===== src/rtl/mask_share_encoder.sv =====
// Boolean masking encoder: splits a WIDTH-bit secret into NSHARES XOR shares
// using NSHARES-1 fresh RNG words; share 0 is written last, fully masked.

module mask_share_lane #(
  parameter int WIDTH = 8
) (
  input  logic             clk,
  input  logic             rst_n,
  input  logic             we,
  input  logic [WIDTH-1:0] d,
  output logic [WIDTH-1:0] q
);
  always_ff @(posedge clk or negedge rst_n) begin
    if (!rst_n)  q <= '0;
    else if (we) q <= d;
  end
endmodule

module mask_share_encoder #(
  parameter int WIDTH   = 8,
  parameter int NSHARES = 4
) (
  input  logic                     clk,
  input  logic                     rst_n,
  input  logic [WIDTH-1:0]         in_data,
  input  logic                     in_valid,
  output logic                     in_ready,
  input  logic [WIDTH-1:0]         rnd_data,
  input  logic                     rnd_valid,
  output logic                     rnd_ready,
  output logic [NSHARES*WIDTH-1:0] s_out,
  output logic                     out_valid,
  input  logic                     out_ready,
  output logic                     busy
);
  localparam int KW = $clog2(NSHARES);

  typedef enum logic [1:0] {IDLE = 2'd0, GEN = 2'd1, OUT = 2'd2} state_t;

  state_t                          state;
  logic [WIDTH-1:0]                acc;
  logic [KW-1:0]                   k;
  logic                            rnd_fire;
  logic                            last_word;
  logic [NSHARES-1:0]              share_we;
  logic [NSHARES-1:0][WIDTH-1:0]   share_d;
  logic [NSHARES-1:0][WIDTH-1:0]   share_q;

  if (NSHARES < 2) begin : g_bad_param
    $error("mask_share_encoder: NSHARES must be at least 2");
  end

  assign rnd_fire  = rnd_ready & rnd_valid;
  assign last_word = (k == KW'(NSHARES - 1));

  // Share 0 is the only lane that ever sees the accumulator, and only
  // once the last random word has been folded in.
  for (genvar i = 0; i < NSHARES; i++) begin : g_lane
    if (i == 0) begin : g_s0
      assign share_we[i] = rnd_fire & last_word;
      assign share_d[i]  = acc ^ rnd_data;
    end else begin : g_sk
      assign share_we[i] = rnd_fire & (k == KW'(i));
      assign share_d[i]  = rnd_data;
    end
    mask_share_lane #(.WIDTH(WIDTH)) u_lane (
      .clk   (clk),
      .rst_n (rst_n),
      .we    (share_we[i]),
      .d     (share_d[i]),
      .q     (share_q[i])
    );
  end

  assign s_out = share_q;

  // Handshake outputs are flops updated alongside the state, so nothing
  // on the output side is a combinational decode.
  always_ff @(posedge clk or negedge rst_n) begin
    if (!rst_n) begin
      state     <= IDLE;
      acc       <= '0;
      k         <= '0;
      in_ready  <= 1'b1;
      rnd_ready <= 1'b0;
      out_valid <= 1'b0;
      busy      <= 1'b0;
    end else begin
      case (state)
        IDLE: begin
          if (in_valid && in_ready) begin
            acc       <= in_data;
            k         <= KW'(1);
            state     <= GEN;
            in_ready  <= 1'b0;
            rnd_ready <= 1'b1;
            busy      <= 1'b1;
          end
        end
        GEN: begin
          if (rnd_fire) begin
            acc <= acc ^ rnd_data;
            if (last_word) begin
              k         <= '0;
              state     <= OUT;
              rnd_ready <= 1'b0;
              out_valid <= 1'b1;
            end else begin
              k <= k + 1'b1;
            end
          end
        end
        OUT: begin
          // in_ready rises only after the handshake edge, never alongside it.
          if (out_valid && out_ready) begin
            out_valid <= 1'b0;
            state     <= IDLE;
            in_ready  <= 1'b1;
            busy      <= 1'b0;
          end
        end
        default: begin
          state     <= IDLE;
          in_ready  <= 1'b1;
          rnd_ready <= 1'b0;
          out_valid <= 1'b0;
          busy      <= 1'b0;
        end
      endcase
    end
  end
endmodule


===== config.mk =====
export PLATFORM = sky130hd
export DESIGN_NAME = mask_share_encoder
export DESIGN_NICKNAME = d
export VERILOG_FILES = /design/src/rtl/mask_share_encoder.sv
export SDC_FILE = /design/constraint.sdc
export NUM_CORES = 1
export LEC_CHECK = 0
export BUFFER_PORTS_ARGS = -buffer_cell sky130_fd_sc_hd__buf_2
export CORE_MARGIN = 1.5
export CORE_UTILIZATION = 45
export DETAILED_ROUTE_END_ITERATION = 10
export PLACE_DENSITY = 0.73
export SETUP_SLACK_MARGIN = 0.15
export SYNTH_ARGS = -nofsm -noshare
export SYNTH_HDL_FRONTEND = slang
export SYNTH_SLANG_ARGS = --single-unit
export TNS_END_PERCENT = 30

===== constraint.sdc =====
create_clock -name clk -period 1.4 [get_ports clk]
set_input_delay 0.07 -clock clk [delete_from_list [all_inputs] [get_ports clk]]
set_output_delay 0.07 -clock clk [all_outputs]
set_load 0.02 [all_outputs]

==> metrics.md <==
| Metric | Value |
|---|---|
| DP HPWL | `between 3000 and 4000 microns` |
| Initial drt markers | `87` |
| Clock buffer count from CTS | `5` |
| Worst setup SP type | `register` |
| All-layer global routing usage | `0.1863` |
| Routed WL per cell | `15.60 microns` |
| CP Launch Point | `k[1]$_DFFE_PN0P_` |
| Most common cell in the synthesized netlist | `dfrtp_1` |
| Nets | `between 200 and 300` |
| CP peak stage delay | `430 ps` |
| Post-synth EDFFs | `0` |
| Pleak | `around 1.5 nW` |
| Worst Hold Launch | `in_data[2]` |
| CTS max path bufs | `2` |
| Worst-path maximum fanout | `8` |
| Final Hold Fails | `0` |
| Hold/Removal Path Class | `in2reg` |
| Top-Level Pins | `between 50 and 60` |
| Die area | `around 5000 sq um` |
| Critical-path top delay cell | `dfrtp_2` |
| Syn avg cell area | `around 12 sq um` |
| Clock Sinks | `48` |
| Sequential share of the synthesized area | `0.5707` |
| Share of layout cells above drive strength 1 | `0.5117` |
| Crit Path Category | `reg2reg` |
| RD Place Congestion | `0.7823` |
| Drt drc | `4` |
| Layout Skew | `approximately 4.6 ps` |
| Critical path endpoint category | `register` |
| Routed WL | `4806 microns` |
| Final setup fails | `0` |
| Max Clk Rate | `around 0.75 GHz` |
| Synth Flop Type | `dfrtp_1` |
| Total power after layout | `2.291 mW` |
| VDD IR-drop max | `~750 uV` |
| Levels on crit path | `5` |
| Via/cell ratio | `about 5.3` |
| RSZ-0062 raised after global routing | `true` |
| H-tree levels | `2` |
| Global route overflow | `0` |
| CP bufs+invs | `2` |
| CTS tree | `built` |
| CTS clock-pin slew for the worst setup and hold paths | `about 80 ps` |
| Initial core utilization | `0.4741` |
| Post-Syn Nets | `around 200` |
| R2R Path Start | `k[1]$_DFFE_PN0P_` |
| Period minus WS final | `approximately 1300 ps` |
| Mapped Area | `~2100 sq um` |
| Drt first pass iters | `7` |
| Period utilization | `0.9465` |
| Outcome | `finished, violations left` |
| Die Span X | `71.43 microns` |
| Cell Pwr Density | `slightly below 800 nW/um^2` |
| Initial antenna violation count | `0` |
| Cell chosen for the clock root | `clkbuf_8` |
| Worst-margin pin slew | `357.8 ps` |
| Antenna-violating nets left | `0` |
| P&R area growth vs syn | `37.23%` |
| Total number of vias | `~1600` |
| Slew Limit Fails | `0` |
| Post-synth ARST share | `1.000` |
| R2R depth | `5` |
| Worst-path cell chain | `inv_2, ha_4, nand3_2, buf_12, mux2_2` |
| Core area | `about 4400 sq um` |
| Warnings from Yosys | `0` |
| Vias in the first global route | `approximately 1400` |
| Ant. Diodes | `0` |
| Max-slew headroom | `0.7615` |
| Die height | `just over 70 microns` |
| Max Cap Violations | `0` |
| Failing checks | `DRC` |
| Pin count of the biggest net entering global routing | `24` |
| Most instantiated cells after synthesis | `dfrtp_1 (47), mux2_2 (22), nand2_1 (19), a21oi_1 (12), o21ai_0 (12)` |
| IO buf count | `56` |
| WHS Path Cells | `3` |
| CP Data Arrival Time | `about 1500 ps` |
| Post-synth cell types | `29` |
| Flip-flop and latch count after synthesis | `48` |
| Critical path required time | `1590 ps` |
| Global-route wire length before repair | `~7200 microns` |
| Top post-synthesis cells by area | `dfrtp_1 (56%), mux2_2 (12%), mux2i_1 (3.8%)` |
| Post-Syn Instances | `~170` |
| Clock Latency Late Sink | `around 300 ps` |
| Post-synth top area cell | `dfrtp_1` |
| Rows | `24` |
| Crit path max-delay family | `flip-flops` |
| Post-synth top area share | `0.5582` |
| Sum Neg Setup Slack | `0 ps` |
## area by class of cell
cell class | instances | area [sq um]
inverters | 4 | 15.01
well taps | 52 | 65.06
multi-input cells | 112 | 932.1
clock inverters | 1 | 5.005
repair buffers | 84 | 590.6
clock buffers | 7 | 76.32
fillers | 369 | 1553
flip-flops and latches | 48 | 1207
## worst register-to-register path, cell delays in order (launching register included)
cell and delay (ps):
dfrtp_2 430, inv_2 70, ha_4 150, nand3_2 90, buf_12 140, mux2_2 330
## per-stage QoR
step	std cells	setup WS (ps)	instance area [sq um]	hold WS [ps]	util
final	308	74.89	2892	62.73	0.6506
after global routing	308	22.92	2892	67.50	0.6506
after CTS	302	59.96	2761	55.29	0.6213
after detailed placement	285	30.48	2560	-1.519	0.5760
after global placement	285	46.70	2560	-1.535	0.5760
after floorplan	174	31.47	2140	-225.6	-
## what timing repair did
item / CTS / global route
hold buffers: 1 / 0
cloned: 1 / 2
setup buffers: 7 / 4
pin swaps: 0 / 3
setup endpoints to repair: 34 / 42
gates resized for setup: 6 / 18
endpoints found under the hold margin: 36 / 0
## flip-flops by register name (all words and copies together), names as in the netlist
signal	cells
in_ready	1
acc	8
rnd_ready	1
g_lane.u_lane.q	32
k	2
busy	1
state	2
out_valid	1
## layer usage
layer / track usage / vias up / share of wire
met5: 0 / - / 0
met4: 0.04487 / 0 / 0.0089
met3: 0.06470 / 4 / 0.056
met2: 0.2928 / 40 / 0.48
met1: 0.2498 / 804 / 0.46
li1: - / 770 / -
## power by group
part	leakage, nW	internal (mW)	switching, mW
combinational	0.828	0.0427	0.0675
clock	0.0422	0.351	0.444
sequential	0.657	1.38	0
total	1.53	1.78	0.512
## cell families after synthesis
logic type | after synthesis | share of synthesized area
flops | 48 | 0.5707
compound gates | 37 | 0.1021
mux | 32 | 0.1663
simple gates | 32 | 0.07720
buf+inv | 14 | 0.03265
xor+xnor | 8 | 0.03326
fa+ha+maj | 3 | 0.01782
## worst paths after layout
check / slack [ps] / endpoint
worst max-delay path: 70 / g_lane[1].u_lane.q[2]$_DFFE_PN0P_
worst min register to register: 480 / g_lane[0].u_lane.q[5]$_DFFE_PN0P_
min in group asynchronous: 220 / g_lane[1].u_lane.q[3]$_DFFE_PN0P_
worst min-delay path: 60 / acc[2]$_DFFE_PN0P_
worst max register to register: 70 / g_lane[1].u_lane.q[2]$_DFFE_PN0P_
max in group asynchronous: 610 / in_ready$_DFFE_PN1P_
## cells in the final DEF (no fill, tap or decap), drive strengths merged
master,count
mux2i,8
a211oi,8
bufbuf,1
nor2b,1
mux2,24
o21a,1
nand2b,3
or2,1
dfstp,1
and4b,1
clkbuf,8
nand3b,1
inv,4
buf,81
nor2,1
o21ai,13
dfrtp,47
dlygate4sd3,1
a21o,3
and4bb,1
a21oi,12
ha,3
clkinv,1
nand2,19
nand3,3
nand4,1
xnor2,8
(Power assumes the default switching activity.)
